==> config.mk <==
export PLATFORM = sky130hd
export DESIGN_NAME = tuart_tx_sched
export DESIGN_NICKNAME = d
export VERILOG_FILES = /design/src/rtl/tuart_tx_sched.sv
export SDC_FILE = /design/constraint.sdc
export NUM_CORES = 1
export LEC_CHECK = 0
export CAP_MARGIN = 15
export CORE_UTILIZATION = 27
export CTS_CLUSTER_DIAMETER = 30
export CTS_CLUSTER_SIZE = 8
export DETAILED_ROUTE_END_ITERATION = 10
export MAX_ROUTING_LAYER = met4
export SETUP_SLACK_MARGIN = 0.15
export SYNTH_ARGS = -nofsm -noshare
export SYNTH_HDL_FRONTEND = slang
export SYNTH_SLANG_ARGS = --single-unit
==> constraint.sdc <==
create_clock -name clk_i -period 2.2 [get_ports clk_i]
set_input_delay 0.44 -clock clk_i [delete_from_list [all_inputs] [get_ports clk_i]]
set_output_delay 0.44 -clock clk_i [all_outputs]
set_load 0.005 [all_outputs]
==> src/rtl/tuart_tx_sched.sv <==
// Two-requester arbiter/sequencer feeding the tuart_tx transmitter.
// Requester 0 has priority; requester 1 is protected from starvation by scnt.
module tuart_tx_sched #(
    parameter int unsigned WORD_BITS  = 8,
    parameter int unsigned CMD_WORDS  = 4,
    parameter int unsigned STARVE_MAX = 4,
    localparam int unsigned FW        = WORD_BITS * CMD_WORDS,
    localparam int unsigned SW        = $clog2(STARVE_MAX + 1)
) (
    input  logic          clk_i,
    input  logic          rst_i,
    input  logic          hold_i,
    input  logic          req0_stb_i,
    input  logic [FW-1:0] req0_data_i,
    output logic          req0_rdy_o,
    input  logic          req1_stb_i,
    input  logic [FW-1:0] req1_data_i,
    output logic          req1_rdy_o,
    output logic          tx_stb_o,
    output logic [FW-1:0] tx_data_o,
    input  logic          tx_rdy_i,
    output logic [1:0]    grant_o,
    output logic          busy_o
);

    typedef enum logic [1:0] {
        IDLE,
        ISSUE,
        WAIT_BUSY,
        WAIT_DONE
    } state_t;

    state_t        state;
    state_t        state_nxt;
    logic [SW-1:0] scnt;
    logic          arb;
    logic          win1;

    always_comb begin
        win1      = req1_stb_i && (!req0_stb_i || (scnt == SW'(STARVE_MAX)));
        // Gated by rst_i so the Mealy accept pulses stay low during reset.
        arb       = (state == IDLE) && !rst_i && !hold_i && tx_rdy_i
                    && (req0_stb_i || req1_stb_i);
        state_nxt = state;
        case (state)
            IDLE:      if (arb) state_nxt = ISSUE;
            ISSUE:     state_nxt = WAIT_BUSY;
            WAIT_BUSY: if (!tx_rdy_i) state_nxt = WAIT_DONE;
            WAIT_DONE: if (tx_rdy_i) state_nxt = IDLE;
            default:   state_nxt = IDLE;
        endcase
    end

    assign req0_rdy_o = arb && !win1;
    assign req1_rdy_o = arb && win1;
    assign tx_stb_o   = (state == ISSUE);
    assign busy_o     = (state != IDLE);

    always_ff @(posedge clk_i) begin
        if (rst_i) begin
            state     <= IDLE;
            tx_data_o <= '0;
            grant_o   <= '0;
            scnt      <= '0;
        end else begin
            state <= state_nxt;
            if (arb) begin
                tx_data_o <= win1 ? req1_data_i : req0_data_i;
                grant_o   <= win1 ? 2'b10 : 2'b01;
                if (win1 || !req1_stb_i)
                    scnt <= '0;
                else if (scnt != SW'(STARVE_MAX))
                    scnt <= scnt + SW'(1);
            end else if ((state == WAIT_DONE) && tx_rdy_i) begin
                grant_o <= '0;
            end
        end
    end

endmodule

==> qor.txt, run 1 <==
status: complete, but fails checks
violated checks: design-rule violations
Placed Area: 3010 um^2
# setup viols final: 0
initial core utilization: 28.4%
Critical Path Fanout Max: 2
Slew Limit Fails: 0
Vias/cell: 4.78
IO Port Bufs: 107
# H-tree levels: 2
fin nets: 422
share of layout cells above drive strength 1: 12.4%
Final Hold Viols: 0
RSZ-0062 raised after global routing: no
Min Hold Slack: 0.477 ns
Power Total: 1.88 mW
Critical Path Source Type: input port
Hold Crit Class: flip-flop to flip-flop
post-route cell area: 3200 um^2
die height: 84.5 um
Fmax: 0.499 GHz
CTS tree: built
Largest stage delay, worst path: 0.38 ns
Worst Max-Slew Pin Slew: 0.461 ns
core area: 6460 um^2
Top Family by Delay on Critical Path: simple AND/OR/NAND/NOR gates
GP Congestion: 0.720
first-pass GRT wire length: 9540 um
Post-Syn Area per Cell: 7.85 um^2
WP buf/inv: 5
Arrival @ worst endpoint: 1.56 ns
clock buffer count from CTS: 5
global route overflow: 0
Die Wd: 84.5 um
Slew headroom: 69.3%
I/O pins: 108
Worst path slowest cell: or3b_4
GRT Total Usage: 17.0%
Leak: 1.26 nW
Clock transition at path regs: 0.08 ns
Mapped Nets: 310
Final WS setup: 0.197 ns
Seq/Total Area, Yosys: 42.5%
Area Overhead vs Synth: 74.0%
initial antenna violation count: 0
clock root buffer: clkbuf_8
die area: 7140 um^2
Worst-Skew Late Latency: 0.29 ns
PD cells: 589 nW/um^2
#FFs+latches synth: 39
Netlist cell types: 29
final worst-path cycle share: 91.0%
Gate Count Post-Synth: 234
# diodes: 0
largest net degree at the start of global routing: 41
CTS Sinks: 39
min cycle time layout: 2.00 ns
dpl ws: -0.359 ns
Clock Skew: 0.00771 ns
WL/cell: 13.3 um
hold buffers post-CTS: 0
post-DP HPWL: 3760 um
Top FF cell, synth: dfxtp_1
Cell Area, Synth: 1840 um^2
worst setup path category: input port to output port
vias in the first global route: 2091
Worst VDD drop: 0.324 mV
drt total wl: 5650 um
Crit. End Element: output port
ys async rst share: 0%
vias: 2027
critical path cell sequence: dlygate4sd2_1, or3b_4, nor2_4, buf_6, buf_6, nand2_4, inv_2, buf_6
EDFF count, synth: 0
# rows: 29
number of DRC markers in iteration 0: 49
DRC: 8
Synth Warn #: 0
WP data required: 1.76 ns
First-pass DRT Iterations: 7
CTS Buffer Depth: 2
CP dominant cell by count: buf_6
max-cap viol count: 0
post-route ant nets: 0
==> logic make-up (layout without fill, tap and decap cells) <==
group,after synthesis,after routing,synth area share [%]
DFF,39,39,42.5
and+or+nand+nor,86,86,19.4
adders and majority gates,6,6,4.09
muxes,1,1,0.545
AOI/OAI and AO/OA,73,73,26.0
buffers and inverters,29,142,7.43
==> stage by stage <==
step,TNS (ns),cells,utilization [%]
floorplan,0,234,-
global placement,-2.41,410,46.6
detailed placement,-2.73,410,46.6
CTS,0,424,49.1
global route,0,424,49.5
finish,0,424,49.5
==> worst register-to-register path: cells and delay by family (launching register included) <==
kind	cells	cell delay, ns
buf+inv	5	0.63
flops	1	0.32
compound gates	2	0.30
simple gates	2	0.29
fa+ha+maj	1	0.19
==> layout by cell type (no fill, tap or decap), drive strengths merged <==
master         count
dfxtp             39
clkbuf             7
nand4              1
a21oi             35
nor3               2
dlymetal6s2s       1
o41ai              1
nand2             36
dlygate4sd2        3
nand2b             2
ha                 6
nand3              4
and2               1
mux2i              1
nor2              35
a21boi             1
or2                1
a211oi            32
clkdlybuf4s15      2
inv                9
buf               20
nor3b              1
a2111oi            1
clkinvlp           1
clkdlybuf4s50     99
o22ai              1
o21ai              1
or3b               1
nor2b              2
a211o              1
==> flip-flops by register name, summed over array words and instances, names as in the netlist <==
| register | flops |
|---|---|
| tx_data_o | 32 |
| scnt | 3 |
| grant_o | 2 |
| state | 2 |
==> worst paths after layout <==
| check | startpoint | slack [ns] | cells after the start | to |
|---|---|---|---|---|
| worst min register to register | grant_o[1] | 0.48 | 2 | grant_o[1] |
| worst min-delay path | grant_o[1] | 0.48 | 2 | grant_o[1] |
| worst max-delay path | hold_i | 0.20 | 8 | req0_rdy_o |
| worst max register to register | state[0] | 0.37 | 10 | scnt[2] |
==> where the power goes <==
group,internal (mW),switching (mW)
registers,0.761,0.0262
logic,0.330,0.222
clock network,0.285,0.259
total,1.38,0.508
==> routing by layer <==
| layer | share of wire, % | GRT usage [%] |
|---|---|---|
| met5 | 0 | - |
| met2 | 47 | 28.0 |
| met1 | 47 | 21.5 |
| met4 | 0.90 | 4.31 |
| met3 | 5.6 | 3.34 |
==> synth_stat cells, drive strengths merged (2+ instances only) <==
library cell	n	area share, %
nor2b	2	0.68
dfxtp	39	43
a211oi	32	13
nand2	36	7.4
nand3	4	1.1
nor3	2	0.54
clkbuf	7	1.4
inv	9	1.8
buf	13	4.2
nor2	35	7.2
ha	6	4.1
nand2b	2	0.68
a21oi	35	9.5
==> layout make-up <==
type                            count  area (um^2)
Timing Repair Buffer              125         1220
Clock inverter                      1         7.51
Multi-Input combinational cell    166          953
Clock buffer                        7         96.3
Tap cell                           77         96.3
Fill cell                         654         3260
Sequential cell                    39          785
Inverter                            9         33.8
==> timing repair <==
item | in CTS | in global routing
gates cloned | 0 | 0
setup buffers | 6 | 0
resized for setup | 22 | 8
pin swaps | 3 | 3
endpoints found under the setup margin | 3 | 2
Note: power is estimated with default switching activity, not from simulation.
==> inputs of run 2 (changes only) <==
CAP_MARGIN = unset   (was 15)
TNS_END_PERCENT = 1   (was unset)
==> qor.txt, run 2 (synthesis results as in run 1) <==
IO Port Bufs: 107
Leak: 1.26 nW
CTS tree: built
drt total wl: 5640 um
Die Wd: 84.5 um
max FFs per register: 32
WL/cell: 13.3 um
PD cells: 590 nW/um^2
vias: 2028
Worst path slowest cell: or3b_4
Critical Path Source Type: input port
Biggest register: tx_data_o
First-pass DRT Iterations: 7
leading cell type in the layout, fill and taps excluded: clkdlybuf4s50_1
min cycle time layout: 2.01 ns
status: complete, but fails checks
Final Hold Viols: 0
Worst VDD drop: 0.334 mV
DRC: 8
first-pass GRT wire length: 9520 um
top flop regs: tx_data_o x32, scnt x3
die area: 7140 um^2
Largest stage delay, worst path: 0.38 ns
fin nets: 422
CP dominant cell by count: buf_6
Top Family by Delay on Critical Path: simple AND/OR/NAND/NOR gates
GRT Total Usage: 17.0%
CTS Sinks: 39
WP buf/inv: 5
share of layout cells above drive strength 1: 12.7%
# setup viols final: 0
Area Overhead vs Synth: 74.3%
# rows: 29
die height: 84.5 um
final worst-path cycle share: 91.2%
core area: 6460 um^2
RSZ-0062 raised after global routing: yes
vias in the first global route: 2083
max-cap viol count: 0
number of DRC markers in iteration 0: 52
post-DP HPWL: 3760 um
Clock transition at path regs: 0.08 ns
post-route cell area: 3200 um^2
CTS Buffer Depth: 2
Slew Limit Fails: 0
Crit. End Element: output port
Critical Path Fanout Max: 2
clock root buffer: clkbuf_8
Arrival @ worst endpoint: 1.57 ns
clock buffer count from CTS: 5
Fmax: 0.499 GHz
global route overflow: 0
# diodes: 0
Placed Area: 3010 um^2
Final Non-Filler Cells: 424
initial core utilization: 28.4%
Hold Crit Class: flip-flop to flip-flop
I/O pins: 108
Worst-Skew Late Latency: 0.29 ns
commonest cells after routing, fill and taps aside: 100 x clkdlybuf4s50_1, 36 x dfxtp_1, 35 x a21oi_1
critical path cell sequence: dlygate4sd2_1, or3b_4, nor2_4, buf_6, buf_6, nand2_4, inv_2, buf_6
WP data required: 1.76 ns
Vias/cell: 4.78
worst setup path category: input port to output port
Slew headroom: 69.3%
Clock Skew: 0.00733 ns
GP Congestion: 0.720
largest net degree at the start of global routing: 41
dpl cells: 410
initial antenna violation count: 0
# H-tree levels: 2
Worst Max-Slew Pin Slew: 0.460 ns
violated checks: design-rule violations
post-route ant nets: 0
-- run 2: cell count changes in the layout (fill, tap and decap cells not counted), sizes merged --
cell and change:
dlygate4sd2 -1, clkdlybuf4s50 +1
-- run 2: through the flow --
step / utilization, % / hold slack [ns] / worst slack (ns) / TNS (ns) / power (mW)
final: 49.6 / 0.477 / 0.194 / 0 / 1.89
after global routing: 49.6 / 0.495 / 0.142 / 0 / 2.00
after CTS: 49.0 / 0.482 / 0.132 / 0 / 1.91
after detailed placement: 46.6 / 0.467 / -0.359 / -2.73 / 1.33
after global placement: 46.6 / 0.463 / -0.346 / -2.41 / 1.33
after floorplan: - / 0.449 / 0.295 / 0 / 1.03
-- run 2: area by class of cell --
| type | count | area (um^2) |
|---|---|---|
| well taps | 77 | 96.3 |
| multi-input cells | 166 | 956 |
| fillers | 653 | 3260 |
| repair buffers | 125 | 1230 |
| clock inverters | 1 | 7.51 |
| flip-flops and latches | 39 | 785 |
| inverters | 9 | 33.8 |
| clock buffers | 7 | 96.3 |
-- run 2: repair_timing --
item | in CTS | in global routing
hold buffers | 0 | 0
endpoints found under the setup margin | 3 | 3
pin swaps | 3 | 3
resized for setup | 21 | 9
setup buffers | 5 | 1
-- run 2: worst reg2reg max path: stages, from the launching register on --
cell	delay, ns
dfxtp_2	0.32
inv_1	0.07
ha_2	0.19
o21ai_2	0.07
nor2_4	0.12
buf_6	0.11
buf_6	0.09
buf_4	0.10
buf_4	0.26
nand3_1	0.17
o41ai_2	0.21
-- run 2: path summary, 6_finish.rpt --
kind	start	endpoint	slack (ns)	depth (start not counted)
max	hold_i	req0_rdy_o	0.19	8
min	grant_o[1]	grant_o[1]	0.48	2
max reg2reg	state[0]	scnt[2]	0.38	10
min reg2reg	grant_o[1]	grant_o[1]	0.48	2
-- run 2: per-layer routing --
metal	up-vias	GRT usage [%]	share of wire (%)
met2	58	27.9	47
met4	0	4.31	0.73
li1	1026	-	-
met3	4	3.34	5.6
met1	940	21.5	46
met5	-	-	0
-- run 2: power breakdown --
group / total, mW / switching (mW) / leakage, nW / internal [mW]
clock: 0.542 / 0.257 / 0.0505 / 0.285
combinational: 0.559 / 0.222 / 0.888 / 0.337
sequential: 0.787 / 0.0265 / 0.319 / 0.761
==> inputs of run 3 (changes only) <==
CORE_UTILIZATION = 38   (was 27)
PLACE_DENSITY = 0.81   (was unset)
==> qor.txt, run 3 (synthesis results as in run 1) <==
DRC: 0
Worst Max-Slew Pin Slew: 0.454 ns
First-pass DRT Iterations: 6
RSZ-0062 raised after global routing: yes
post-route ant nets: 0
Clock transition at path regs: 0.07 ns
hold buffers post-CTS: 0
worst setup path category: flip-flop to output port
Slew headroom: 69.7%
number of DRC markers in iteration 0: 164
IO Port Bufs: 107
clock buffer count from CTS: 5
die height: 71.5 um
final worst-path cycle share: 91.9%
Fmax: 0.495 GHz
min cycle time layout: 2.02 ns
largest net degree at the start of global routing: 41
max FFs per register: 32
Fill cells: 368
core area: 4500 um^2
global route overflow: 0
WP buf/inv: 4
Critical Path Fanout Max: 4
I/O pins: 108
Net Sw Frac: 24.8%
Comb pwr share: 27.2%
Worst R2R End: scnt[2]
CTS tree: built
top flop regs: tx_data_o x32, scnt x3
CTS Buffer Depth: 2
share of layout cells above drive strength 1: 12.4%
# setup viols final: 0
Worst VDD drop: 0.436 mV
Final Hold Viols: 0
critical path cell sequence: inv_2, ha_2, buf_4, inv_1, clkdlybuf4s50_1
drt total wl: 5740 um
reg2reg path depth: 10
# diodes: 0
Slew Limit Fails: 0
reg-to-reg startpoint: state[0]
leading cell type in the layout, fill and taps excluded: clkdlybuf4s50_1
Top Family by Delay on Critical Path: buffers and inverters
WL/cell: 14.4 um
first-pass GRT wire length: 9040 um
max-cap viol count: 0
post-DP HPWL: 3860 um
internal power: 1.55 mW
NetSw: 0.511 mW
Area Overhead vs Synth: 74.3%
die area: 5120 um^2
Critical Path Source Type: flip-flop
GRT Total Usage: 23.1%
status: complete, no violations
GP Congestion: 0.783
Crit. End Element: output port
Die Wd: 71.5 um
worst reg2reg setup slack: 0.35 ns
vias in the first global route: 1930
Worst path slowest cell: clkdlybuf4s50_1
final design utilization: 71.1%
worst setup path start: state[0]
Worst-Skew Late Latency: 0.29 ns
fin nets: 423
crit path to: busy_o
WP data required: 1.76 ns
initial core utilization: 40.8%
Leak: 1.28 nW
vias: 2105
# rows: 24
initial antenna violation count: 0
Largest stage delay, worst path: 0.49 ns
commonest cells after routing, fill and taps aside: 100 x clkdlybuf4s50_1, 37 x dfxtp_1, 35 x a21oi_1
Hold Crit Class: flip-flop to flip-flop
Sequential Power Share: 38.5%
Clock Power Share: 34.4%
CTS Sinks: 39
Crit. path cell count: 5
Clock Skew: 0.00828 ns
Vias/cell: 5.26
# H-tree levels: 2
hold depth: 2
PD cells: 645 nW/um^2
Arrival @ worst endpoint: 1.58 ns
clock root buffer: clkbuf_8
Biggest register: tx_data_o
Power Total: 2.06 mW
==> run 3: changes by cell type in the layout (fill, tap and decap cells not counted), moves of 2 or more <==
cell,delta
bufinv_16,+2
clkbuf_8,-2
clkdlybuf4s15_1,-2
dfxtp_2,-2
==> run 3: layout make-up <==
| type | instances | area [um^2] | share of cell area (%) |
|---|---|---|---|
| clock buffers | 6 | 72.6 | 2.27 |
| inverters | 9 | 33.8 | 1.06 |
| multi-input cells | 166 | 956 | 29.9 |
| repair buffers | 126 | 1230 | 38.4 |
| flip-flops and latches | 39 | 786 | 24.5 |
| clock inverters | 2 | 60.1 | 1.88 |
| well taps | 52 | 65.1 | 2.03 |
==> run 3: worst min-delay path, delay by kind of cell (launching register included) <==
kind / cells / cell delay (ns)
AOI/OAI and AO/OA: 1 / 0.06
DFF: 1 / 0.31
and+or+nand+nor: 1 / 0.06
==> run 3: through the flow <==
step                cells  setup TNS (ns)  setup slack (ns)  instance area (um^2)  hold slack, ns
global placement      386           -1.49            -0.331                  2990           0.459
floorplan             234               0             0.295                  1840           0.449
finish                400               0             0.179                  3200           0.476
CTS                   399               0             0.113                  3170           0.475
global route          400               0             0.117                  3200           0.507
detailed placement    386           -2.64            -0.396                  2990           0.465
==> run 3: metal layers <==
| layer | vias up | routed length (um) | track usage, % |
|---|---|---|---|
| li1 | 1025 | - | - |
| met4 | 0 | 53 | 5.88 |
| met5 | - | 0 | - |
| met2 | 102 | 2690 | 37.5 |
| met1 | 972 | 2520 | 28.8 |
| met3 | 6 | 479 | 5.77 |
==> run 3: how the worst min path moves through the flow <==
| stage | startpoint | end |
|---|---|---|
| global placement | scnt[1] | scnt[1] |
| floorplan | scnt[1] | scnt[1] |
| global route | grant_o[0] | grant_o[0] |
| CTS | scnt[1] | scnt[1] |
| detailed placement | scnt[1] | scnt[1] |
| finish | grant_o[0] | grant_o[0] |
==> run 3: repair_timing <==
| action | in CTS | in global routing |
|---|---|---|
| hold endpoints to repair | 0 | 0 |
| gates resized for setup | 21 | 7 |
| endpoints found under the setup margin | 3 | 19 |
| gates cloned | 0 | 0 |
| setup buffers | 5 | 1 |
| pin swaps | 3 | 1 |
==> run 3: power groups by stage <==
stage	sequential (mW)	clock [mW]	combinational, mW
floorplan	0.808	0	0.218
global placement	0.805	0	0.518
detailed placement	0.807	0	0.526
CTS	0.792	0.718	0.544
global route	0.802	0.743	0.616
finish	0.794	0.709	0.561
